--- config.mk ---
export PLATFORM = sky130hd
export DESIGN_NAME = alu_sequencer
export DESIGN_NICKNAME = d
export VERILOG_FILES = /design/src/rtl/alu_sequencer.sv
export SDC_FILE = /design/constraint.sdc
export NUM_CORES = 1
export LEC_CHECK = 0
export CORE_AREA = 2 2 47 93
export CTS_BUF_LIST = sky130_fd_sc_hd__clkbuf_4
export DETAILED_ROUTE_END_ITERATION = 16
export DIE_AREA = 0 0 49 95
export GPL_TIMING_DRIVEN = 0
export HOLD_SLACK_MARGIN = 0.12
export PLACE_DENSITY = 0.89
export SLEW_MARGIN = 20
export SYNTH_ARGS = -nofsm -noshare
export SYNTH_HDL_FRONTEND = slang
export SYNTH_SLANG_ARGS = --single-unit
--- constraint.sdc ---
create_clock -name clk -period 1.96 [get_ports clk]
set_clock_uncertainty 0.1 [all_clocks]
set_input_delay 0.392 -clock clk [delete_from_list [all_inputs] [get_ports clk]]
set_output_delay 0.392 -clock clk [all_outputs]
set_load 0.02 [all_outputs]
--- src/rtl/alu_sequencer.sv ---
// rtl/alu_sequencer.sv - command sequencer around an external combinational 8-bit ALU
// Latches operands, waits SETTLE_CYCLES for the ALU to settle, then holds the result until it is consumed.
module alu_sequencer #(
    parameter int SETTLE_CYCLES = 1
) (
    input  logic       clk,
    input  logic       rst_n,
    input  logic       cmd_valid,
    output logic       cmd_ready,
    input  logic [1:0] cmd_op,
    input  logic [7:0] cmd_a,
    input  logic [7:0] cmd_b,
    input  logic       cmd_use_acc,
    output logic [7:0] alu_a,
    output logic [7:0] alu_b,
    output logic [1:0] alu_op,
    input  logic [7:0] alu_result,
    output logic       res_valid,
    input  logic       res_ready,
    output logic [7:0] res_data,
    output logic       busy,
    output logic [7:0] op_count
);

    if (SETTLE_CYCLES < 1 || SETTLE_CYCLES > 15) begin : g_bad_settle
        $error("alu_sequencer: SETTLE_CYCLES must be within 1..15");
    end

    localparam logic [3:0] SETTLE_LOAD = 4'(SETTLE_CYCLES - 1);

    typedef enum logic [1:0] {
        IDLE   = 2'd0,
        SETTLE = 2'd1,
        RESP   = 2'd2
    } state_t;

    state_t     state;
    state_t     state_nxt;
    logic [3:0] settle_cnt;
    logic [7:0] acc;
    logic       accept;
    logic       settle_done;
    logic       res_fire;

    // Handshake outputs are pure state decodes so cmd_valid never reaches cmd_ready.
    assign cmd_ready   = (state == IDLE);
    assign busy        = (state != IDLE);
    assign res_valid   = (state == RESP);

    assign accept      = cmd_ready && cmd_valid;
    assign settle_done = (state == SETTLE) && (settle_cnt == 4'd0);
    assign res_fire    = res_valid && res_ready;

    always_comb begin
        state_nxt = state;
        case (state)
            IDLE:    if (accept)      state_nxt = SETTLE;
            SETTLE:  if (settle_done) state_nxt = RESP;
            RESP:    if (res_fire)    state_nxt = IDLE;
            default:                  state_nxt = IDLE;
        endcase
    end

    always_ff @(posedge clk) begin
        if (!rst_n) begin
            state      <= IDLE;
            settle_cnt <= 4'd0;
            acc        <= 8'h00;
            alu_a      <= 8'h00;
            alu_b      <= 8'h00;
            alu_op     <= 2'b00;
            res_data   <= 8'h00;
            op_count   <= 8'h00;
        end else begin
            state <= state_nxt;
            if (accept) begin
                alu_a      <= cmd_use_acc ? acc : cmd_a;
                alu_b      <= cmd_b;
                alu_op     <= cmd_op;
                settle_cnt <= SETTLE_LOAD;
            end
            if (state == SETTLE) begin
                if (settle_done) begin
                    res_data <= alu_result;
                    acc      <= alu_result;
                end else begin
                    settle_cnt <= settle_cnt - 4'd1;
                end
            end
            // op_count wraps naturally at 8 bits.
            if (res_fire) begin
                op_count <= op_count + 8'd1;
            end
        end
    end

endmodule

# After elaboration in Yosys (flattened, before gate mapping)
# Cells that the tools add are included.
dict set report word_totals {
  n_memories 0
  register_bits 40
  latch_bits 0
  output_inout_bits 37
  ram_bits 0
  mem_bits_ro 0
  inputBits 31
  word_cells 30
}
dict set report op_classes {
  n_reduce_logical 8
  muxes 8
  n_addsub 2
  shifts 0
  order_cmp 0
  n_bitwise 0
  mul 0
  n_eq_ne 5
  div_mod_pow 0
}
# cell count
set ops {}
lappend ops {{2-to-1 mux 4 bit} 3}
lappend ops {{adder 8 x 1 -> 8 bit, second input constant} 1}
lappend ops {{2-to-1 mux 8 bit} 1}
lappend ops {{2-to-1 mux 2 bit} 3}
lappend ops {{one-hot mux 2 bit (3 select lines)} 1}
lappend ops {{logical NOT 4 bit} 1}
lappend ops {{!= test 2 x 1 -> 1 bit, second input constant} 2}
lappend ops {{subtractor 4 x 1 -> 4 bit, second input constant} 1}
lappend ops {{logical AND 1 bit} 3}
lappend ops {{AND reduction 3 bit} 1}
lappend ops {{== test 2 x 1 -> 1 bit, second input constant} 1}
lappend ops {{== test 2 bit, second input constant} 1}
lappend ops {{logical NOT 2 bit} 1}
lappend ops {{!= test 2 bit, second input constant} 1}
lappend ops {{AND reduction 2 bit} 1}
lappend ops {{nonzero test 2 bit} 1}

# Logic depth before layout (Yosys ltp)
# Gate-level depths: netlist (run 1).
dict set report depth {
  ltp_word 5
  ltp_mapped 6
  mapped_depth_nobuf 5
}

# Worst setup path before layout (run 1)
# Ideal clock, no wire load.
dict set report synth_timing {
  path_type {reg-to-reg}
  from {reg settle_cnt[0]}
  to {reg settle_cnt[2]}
  slack_ps 422
  stages_incl_launch_ff 7
  period_less_slack_ps 1538
  setup_time_ps 70
  required_ps 1790
  path_buffers 1
  arrival_ps 1368
  cell_sequence {dfxtp_1 > inv_1 > ha_1 > nor2b_1 > clkbuf_1 > or3_1 > a21oi_1}
}
dict set report synth_between {
  elab_chain_len 4
  word_cells_on_any_way 5
  cone_classes {1 x add/sub; 2 x mux; 2 x reduce/logical}
}
# element line_no
set synth_lines {}
lappend synth_lines {{from (decl)} 39} ;# logic [3:0] settle_cnt;
lappend synth_lines {{from (signal assigned)} 87} ;# settle_cnt <= settle_cnt - 4'd1;
lappend synth_lines {{branches (longest 2 deep; another with subtractor 4 x 1 -> 4 bit)} n/a}
lappend synth_lines {{2-to-1 mux 4 bit (*)} 83} ;# if (settle_done) begin
lappend synth_lines {{2-to-1 mux 4 bit (*)} 82} ;# if (state == SETTLE) begin
# Every way passes the cells marked *.
# A chain may end at the register's enable or synchronous reset.

# Worst setup path in the final report (run 1)
dict set report layout_timing {
  from {reg op_count[0]}
  to {out op_count[0]}
}
# element line_no
set layout_rtl {}
lappend layout_rtl {{from (decl)} 22} ;# output logic [7:0] op_count
lappend layout_rtl {{from (signal assigned)} 92} ;# op_count <= op_count + 8'd1;
# No word-level cell between the ends.

==> implementation parameters, run 1 <==
Parameter                              Value

Global route
  Global Route Usage Sum    20.33%
  Initial antenna violation count    0
  Global route overflow    0
  Global-route wire length before repair    7.438 mm
  Largest net degree at the start of global routing    14
  Number of global-route vias before repair    1675

Setup path
  Reg-to-reg critical path endpoint    settle_cnt[2]
  Crit path max fanout    4
  Reg2Reg Depth    6
  Data required, critical path    1.47 ns
  Reg-to-reg critical path startpoint    settle_cnt[0]
  Type of the setup path with the least slack    reg -> out
  Worst setup EP type    primary output
  Reg-to-reg slack, setup    0.20 ns
  Arrival @ worst endpoint    1.39 ns
  Largest delay share family, worst path    buffers and inverters
  Startpoint types    register
  Critical-path cell list    clkdlybuf4s50_1
  Worst-path cell with the longest stage delay    sky130_fd_sc_hd__clkdlybuf4s50_1
  Longest individual stage delay on the worst path    0.63 ns
  Sum of buffers and inverters on the critical path    1

Power and ir drop
  Power density of the placed cells    658.1 nW/um^2
  Cell leakage power    0.9994 nW
  Maximum vdd drop    0.6088 mV

Route
  Aggregate routed wire length    4.556 mm
  Total number of vias    1675
  Number of iterations in the first detailed-routing pass    4
  Detail-routed net length per standard cell    14.19 um
  1st-iter DRT viols    36
  ANT nets after route    0
  Remaining design rule violation count    0
  Routed vias/inst    5.218

Clocking
  Clock slew at the register clock pins of the worst setup and hold paths    0.12 ns
  Clock tree from TritonCTS    built
  Total setup buffers inserted after CTS    0
  Number of buffers created by CTS    5
  H-tree levels    2
  Clock latency on the worst-skew pair    0.34 ns
  Maximum number of buffers from clock root to sink    2
  CTS root buf    sky130_fd_sc_hd__clkbuf_4
  Number of clock sinks    40

Die
  Rows    33
  Ports    68
  Effective utilization at floorplan    43.05%
  Area of the die    4655 um^2
  Height of the die    95 um
  Core region area    4005 um^2
  Die X    49 um

Placement
  Detailed-placement wirelength estimate    3.504 mm
  Routability congestion estimate from global placement    0.8358
  Post-detailed-placement cell area    2450 um^2
  Port Buffers    66
  Cell count after placement    313

Timing
  Setup-failing EPs final    0
  Hold violation total from the final report    0
  Worst Tran Pin Value    0.5581 ns
  Headroom to the max-slew limit    62.63%
  Maximum frequency from static timing analysis    0.5325 GHz
  RSZ-0062 raised after global routing    false
  Min Tclk post-route    1.878 ns
  Max Slew Vio Count    0
  Share of the cycle needed by the critical path after routing    95.82%

Synthesis
  Ranking of synthesized cells by instance count    sky130_fd_sc_hd__dfxtp_1, sky130_fd_sc_hd__a21oi_1, sky130_fd_sc_hd__nand2_1
  Leading cell type by number of instances after synthesis    sky130_fd_sc_hd__dfxtp_1
  Count of distinct cell types in the synthesized netlist    36
  Leading area contributor after synthesis    sky130_fd_sc_hd__dfxtp_1
  Post-synthesis simple-gate area fraction    21.84%
  Post-synthesis mux area share    5.225%
  Arithmetic-cell share of the synthesized area counting full adders, half adders and majority gates    2.177%
  Xor and xnor fraction of the mapped netlist area    1.016%
  Portion of synthesized cell area occupied by the leading cell type    46.44%
  #FFs+latches synth    40
  Count of flip-flops with a built-in enable after synthesis    0
  Leading register cell type out of synthesis    sky130_fd_sc_hd__dfxtp_1
  Combinational family with the most area after synthesis    simple AND/OR/NAND/NOR gates
  Compound-gate portion of the synthesized area    18.00%
  Cells after Synth    195
  Syn avg cell area    8.842 um^2
  Register area share after synthesis    46.44%
  Post-synthesis async set-or-reset flop share    0%
  Syn_nets    229
  Top post-synthesis cells by area    sky130_fd_sc_hd__dfxtp_1, sky130_fd_sc_hd__a21oi_1, sky130_fd_sc_hd__mux2i_1, sky130_fd_sc_hd__nand2_1, sky130_fd_sc_hd__a211oi_1
  Synthesized cell area    1724 um^2
  Syn. warnings    0

Finish
  Post-layout instance count excluding filler cells    321
  Fraction of layout instances using a drive strength above 1    6.691%
  Final Instance Area    2510 um^2
  Net count, final    302
  Filler cells    348
  Area growth, synth to finish    45.57%
  Inserted Diodes    0

Status
  Run status    complete, no violations

Hold path
  Startpoint of the lowest-slack hold path    alu_b[2]
  Cells on Worst Hold Path    2
  Worst hold endpoint    alu_b[2]
  Type of the tightest min-delay check    reg -> reg

Job
  Total of max-cap violations    0
-- per-stage QoR --
step | utilization [%] | total power [W] | TNS [ns] | setup WS [ns] | hold WS, ns
2_1_floorplan | - | 0.001085 | 0 | 0.4219 | 0.3817
3_3_place_gp | 61.17 | 0.001255 | -0.5349 | -0.05728 | 0.3419
3_5_place_dp | 61.17 | 0.001272 | -1.720 | -0.1229 | 0.3474
4_1_cts | 62.48 | 0.001666 | 0 | 0.01817 | 0.3650
5_1_grt | 62.67 | 0.001729 | 0 | 0.01738 | 0.3899
6_report | 62.67 | 0.001652 | 0 | 0.08197 | 0.3621
-- cell type report --
type | instances | area [um^2] | area share (%)
clock inverter | 3 | 18.77 | 0.7478
inverter | 5 | 18.77 | 0.7478
multi-input combinational | 137 | 832.0 | 33.15
tap | 52 | 65.06 | 2.592
clock buffer | 5 | 37.54 | 1.496
timing repair buffer | 66 | 664.4 | 26.47
buffer | 13 | 72.57 | 2.891
sequential | 40 | 800.8 | 31.90
-- where the power goes --
part | internal (W) | switching [W] | total [W] | leakage (nW)
Clock | 0.000138 | 0.000266 | 0.000404 | 0.0349
Sequential | 0.000856 | 0.0000244 | 0.000880 | 0.327
Combinational | 0.000184 | 0.000184 | 0.000368 | 0.638
-- layout by cell type (no fill, tap or decap), types with 3 or more instances in the layout --
cell type,count
sky130_fd_sc_hd__a211oi_1,8
sky130_fd_sc_hd__a21oi_1,27
sky130_fd_sc_hd__buf_2,3
sky130_fd_sc_hd__clkbuf_1,5
sky130_fd_sc_hd__clkbuf_4,5
sky130_fd_sc_hd__clkdlybuf4s50_1,60
sky130_fd_sc_hd__dfxtp_1,40
sky130_fd_sc_hd__dlygate4sd2_1,3
sky130_fd_sc_hd__dlymetal6s2s_1,3
sky130_fd_sc_hd__ha_1,3
sky130_fd_sc_hd__inv_1,5
sky130_fd_sc_hd__mux2i_1,9
sky130_fd_sc_hd__nand2_1,22
sky130_fd_sc_hd__nand2b_1,3
sky130_fd_sc_hd__nand3_1,10
sky130_fd_sc_hd__nand4_1,3
sky130_fd_sc_hd__nor2_1,13
sky130_fd_sc_hd__o21ai_0,4
sky130_fd_sc_hd__o21ai_1,8
sky130_fd_sc_hd__or3_1,6
-- routing by layer --
metal | vias to the layer above | GRT usage [%] | wire (um)
met5 | - | 0 | 0
met4 | 0 | 7.619 | 58
met3 | 5 | 4.272 | 236
met2 | 64 | 38.47 | 2377
met1 | 763 | 21.64 | 1884
li1 | 843 | - | -
-- kinds of logic (layout without fill, tap and decap cells) --
group	after synthesis	count (layout)
and+or+nand+nor	69	69
AOI/OAI and AO/OA	54	54
DFF	40	40
buffers and inverters	18	92
muxes	9	9
adders and majority gates	3	3
xor gates and xnor gates	2	2
-- flip-flops by register name, indices dropped and copies added, names as in the netlist --
register,cells
acc,8
alu_a,8
alu_b,8
op_count,8
settle_cnt,4
alu_op,2
state,2
-- worst reg2reg max path: stages, from the launching register on --
cell                       delay (ns)
sky130_fd_sc_hd__dfxtp_1         0.40
sky130_fd_sc_hd__inv_1           0.09
sky130_fd_sc_hd__ha_1            0.24
sky130_fd_sc_hd__nor2b_1         0.14
sky130_fd_sc_hd__clkbuf_1        0.21
sky130_fd_sc_hd__or3_1           0.39
sky130_fd_sc_hd__a21oi_1         0.12
-- worst max-delay path by stage --
stage / startpoint / to / slack [ns] / cells past startpoint
after floorplan: settle_cnt[0] / settle_cnt[2] / 0.42 / 6
after global placement: rst_n / settle_cnt[3] / -0.06 / 5
after detailed placement: rst_n / op_count[4] / -0.12 / 5
after CTS: op_count[2] / op_count[2] / 0.02 / 1
after global routing: op_count[0] / op_count[0] / 0.02 / 1
final: op_count[0] / op_count[0] / 0.08 / 1
-- timing repair --
item,in CTS,in global routing
pin swaps,0,0
endpoints found under the setup margin,3,3
hold buffers,0,0
gates resized for setup,3,3
No activity file was read; power rests on OpenSTA's default activity.
==> inputs of run 2 (changes only) <==
Settings changed: CTS_CLUSTER_SIZE from default to 10, PLACE_DENSITY 0.89 to 0.87.
==> run 2 against run 1 <==
  * Register-to-register slack hardly changed
  * Worst setup slack worse by 0.0038 ns
  * Cell count did not move
  * Design area up 0.75%
  * Sequential cell count stayed put
==> implementation parameters, run 2 (synthesis results as in run 1) <==
Parameter                              Value

Route
  Detail-routed net length per standard cell    13.62 um (-4.0%)
  Number of iterations in the first detailed-routing pass    4 (unchanged)
  Remaining design rule violation count    0 (unchanged)
  Top layer reached by signal wires    met4
  Routed vias/inst    5.234 (+0.30%)
  Aggregate routed wire length    4.372 mm (-4.0%)
  Met2 Routed Length    2.155 mm (-9.3%)
  ANT nets after route    0 (unchanged)
  1st-iter DRT viols    44 (+22%)
  Total number of vias    1680 (+0.30%)
  Met3 layer wire length in the routed design    316 um (+34%)
  Met1 WL    1.829 mm (-2.9%)

Timing
  Hold violation total from the final report    0 (unchanged)
  Min Tclk post-route    1.882 ns (+0.003822 ns)
  Worst hold slack    0.3657 ns (+0.003664 ns)
  Headroom to the max-slew limit    60.90% (-1.7 points)
  Max Slew Vio Count    0 (unchanged)
  Share of the cycle needed by the critical path after routing    96.01% (+0.19 points)
  Worst Tran Pin Value    0.5840 ns (+0.02590 ns)
  RSZ-0062 raised after global routing    false
  Min setup slack post-route    0.07815 ns (-0.003822 ns)
  Maximum frequency from static timing analysis    0.5314 GHz (-0.20%)
  Setup-failing EPs final    0 (unchanged)

Setup path
  Reg-to-reg critical path endpoint    settle_cnt[2]
  Reg2Reg Depth    6 (unchanged)
  Critical-path cell list    clkdlybuf4s50_1
  Largest delay share family, worst path    buffers and inverters
  Reg-to-reg slack, setup    0.20 ns (about the same)
  Longest individual stage delay on the worst path    0.63 ns (about the same)
  Type of the setup path with the least slack    reg -> out
  Worst-path cell with the longest stage delay    sky130_fd_sc_hd__clkdlybuf4s50_1
  Data required, critical path    1.47 ns (about the same)
  Arrival @ worst endpoint    1.39 ns (about the same)
  Start point of the critical path    op_count[5]
  Reg-to-reg critical path startpoint    settle_cnt[0]
  Sum of buffers and inverters on the critical path    1 (unchanged)
  Startpoint types    register
  Worst setup EP type    primary output
  Crit path depth    1 (unchanged)
  Crit path max fanout    5 (+1)

Finish
  Net count, final    302 (unchanged)
  Top library cells by usage in the layout, fill and taps aside    sky130_fd_sc_hd__clkdlybuf4s50_1, sky130_fd_sc_hd__dfxtp_1, sky130_fd_sc_hd__a21oi_1, sky130_fd_sc_hd__nand2_1, sky130_fd_sc_hd__nor2_1
  Inserted Diodes    0 (unchanged)
  Fraction of layout instances using a drive strength above 1    6.691% (unchanged)
  Filler cells    358 (+2.9%)
  Commonest non-fill, non-tap cell in the layout    sky130_fd_sc_hd__clkdlybuf4s50_1
  Area growth, synth to finish    46.66%
  Post-layout util    63.14% (+0.47 points)

Clocking
  Clock slew at the register clock pins of the worst setup and hold paths    0.12 ns (about the same)
  Total setup buffers inserted after CTS    0 (unchanged)
  H-tree levels    2 (unchanged)
  Number of buffers created by CTS    5 (unchanged)
  Maximum number of buffers from clock root to sink    2 (unchanged)
  Clock tree from TritonCTS    built
  Clock latency on the worst-skew pair    0.35 ns (about the same)
  Number of clock sinks    40 (unchanged)
  CTS root buf    sky130_fd_sc_hd__clkbuf_4

Placement
  Port Buffers    66 (unchanged)
  Detailed-placement wirelength estimate    3.343 mm (-4.6%)
  Pre-CTS worst setup slack    -0.1007 ns (+0.02216 ns)
  Routability congestion estimate from global placement    0.8269 (-1.1%)

Job
  Total of max-cap violations    0 (unchanged)

Power and ir drop
  Cell leakage power    0.9959 nW (-0.35%)
  Switching component of the power    0.0004784 W (+0.93%)
  Clock group share of total power    30.4% (+6.0 points)
  Combinational power share    20.3% (-2.0 points)
  Net switching share of the total power    26.82% (-1.9 points)
  Int Pwr    0.001306 W (+11%)
  Power density of the placed cells    705.5 nW/um^2 (+7.2%)
  Sequential power share    49.3% (-4.0 points)
  Maximum vdd drop    0.6653 mV (+9.3%)

Die
  Area of the die    4655 um^2 (unchanged)
  Ports    68 (unchanged)
  Die X    49 um (unchanged)
  Rows    33 (unchanged)
  Core region area    4005 um^2 (unchanged)
  Height of the die    95 um (unchanged)
  Effective utilization at floorplan    43.05% (unchanged)

Global route
  Global-route wire length before repair    7.286 mm (-2.0%)
  Number of global-route vias before repair    1584 (-5.4%)
  Global route overflow    0 (unchanged)
  Global Route Usage Sum    20.04% (-0.29 points)
  Largest net degree at the start of global routing    14 (unchanged)
  Initial antenna violation count    0 (unchanged)

Status
  Run status    complete, no violations

Hold path
  Startpoint of the lowest-slack hold path    alu_b[1]
  Type of the tightest min-delay check    reg -> reg
  Cells on Worst Hold Path    2 (unchanged)
  Worst hold endpoint    alu_b[1]
==> run 2: worst max-delay path by stage <==
stage	endpoint	slack, ns
5_1_grt	op_count[5]	0.01
6_report	op_count[5]	0.08
2_1_floorplan	settle_cnt[2]	0.42
4_1_cts	op_count[4]	0.03
3_3_place_gp	op_count[6]	-0.06
3_5_place_dp	op_count[4]	-0.10
==> run 2: timing repair <==
action,CTS,global route
endpoints found under the setup margin,5,2
hold buffers,0,0
gates resized for setup,5,2
==> run 2: metal layers <==
layer	track usage [%]	vias up
li1	-	835
met1	22.54	763
met2	35.84	75
met3	4.747	7
met4	8.095	0
met5	0	-
==> run 2: area by class of cell <==
cell class                 count  area [um^2]  area share, %
buffer                        13        72.57          2.870
clock buffer                   5        37.54          1.484
multi-input combinational    137        832.0          32.90
inverter                       5        18.77         0.7422
tap                           52        65.06          2.573
timing repair buffer          66        659.4          26.08
sequential                    40        800.8          31.67
clock inverter                 3        42.54          1.682
==> run 2: through the flow <==
stage	power [W]	std cells	setup TNS [ns]	area, um^2
floorplan	0.001085	195	0	1724
global placement	0.001257	313	-0.6814	2450
detailed placement	0.001267	313	-1.292	2450
CTS	0.001808	321	0	2524
global route	0.001865	321	0	2529
finish	0.001784	321	0	2529
==> run 2: power groups by stage <==
stage          sequential [W]  clock, W  combinational, W
5_1_grt              0.000886  0.000588          0.000392
4_1_cts              0.000881  0.000563          0.000365
3_3_place_gp         0.000896         0          0.000360
6_report             0.000880  0.000542          0.000361
2_1_floorplan        0.000945         0          0.000139
3_5_place_dp         0.000899         0          0.000367
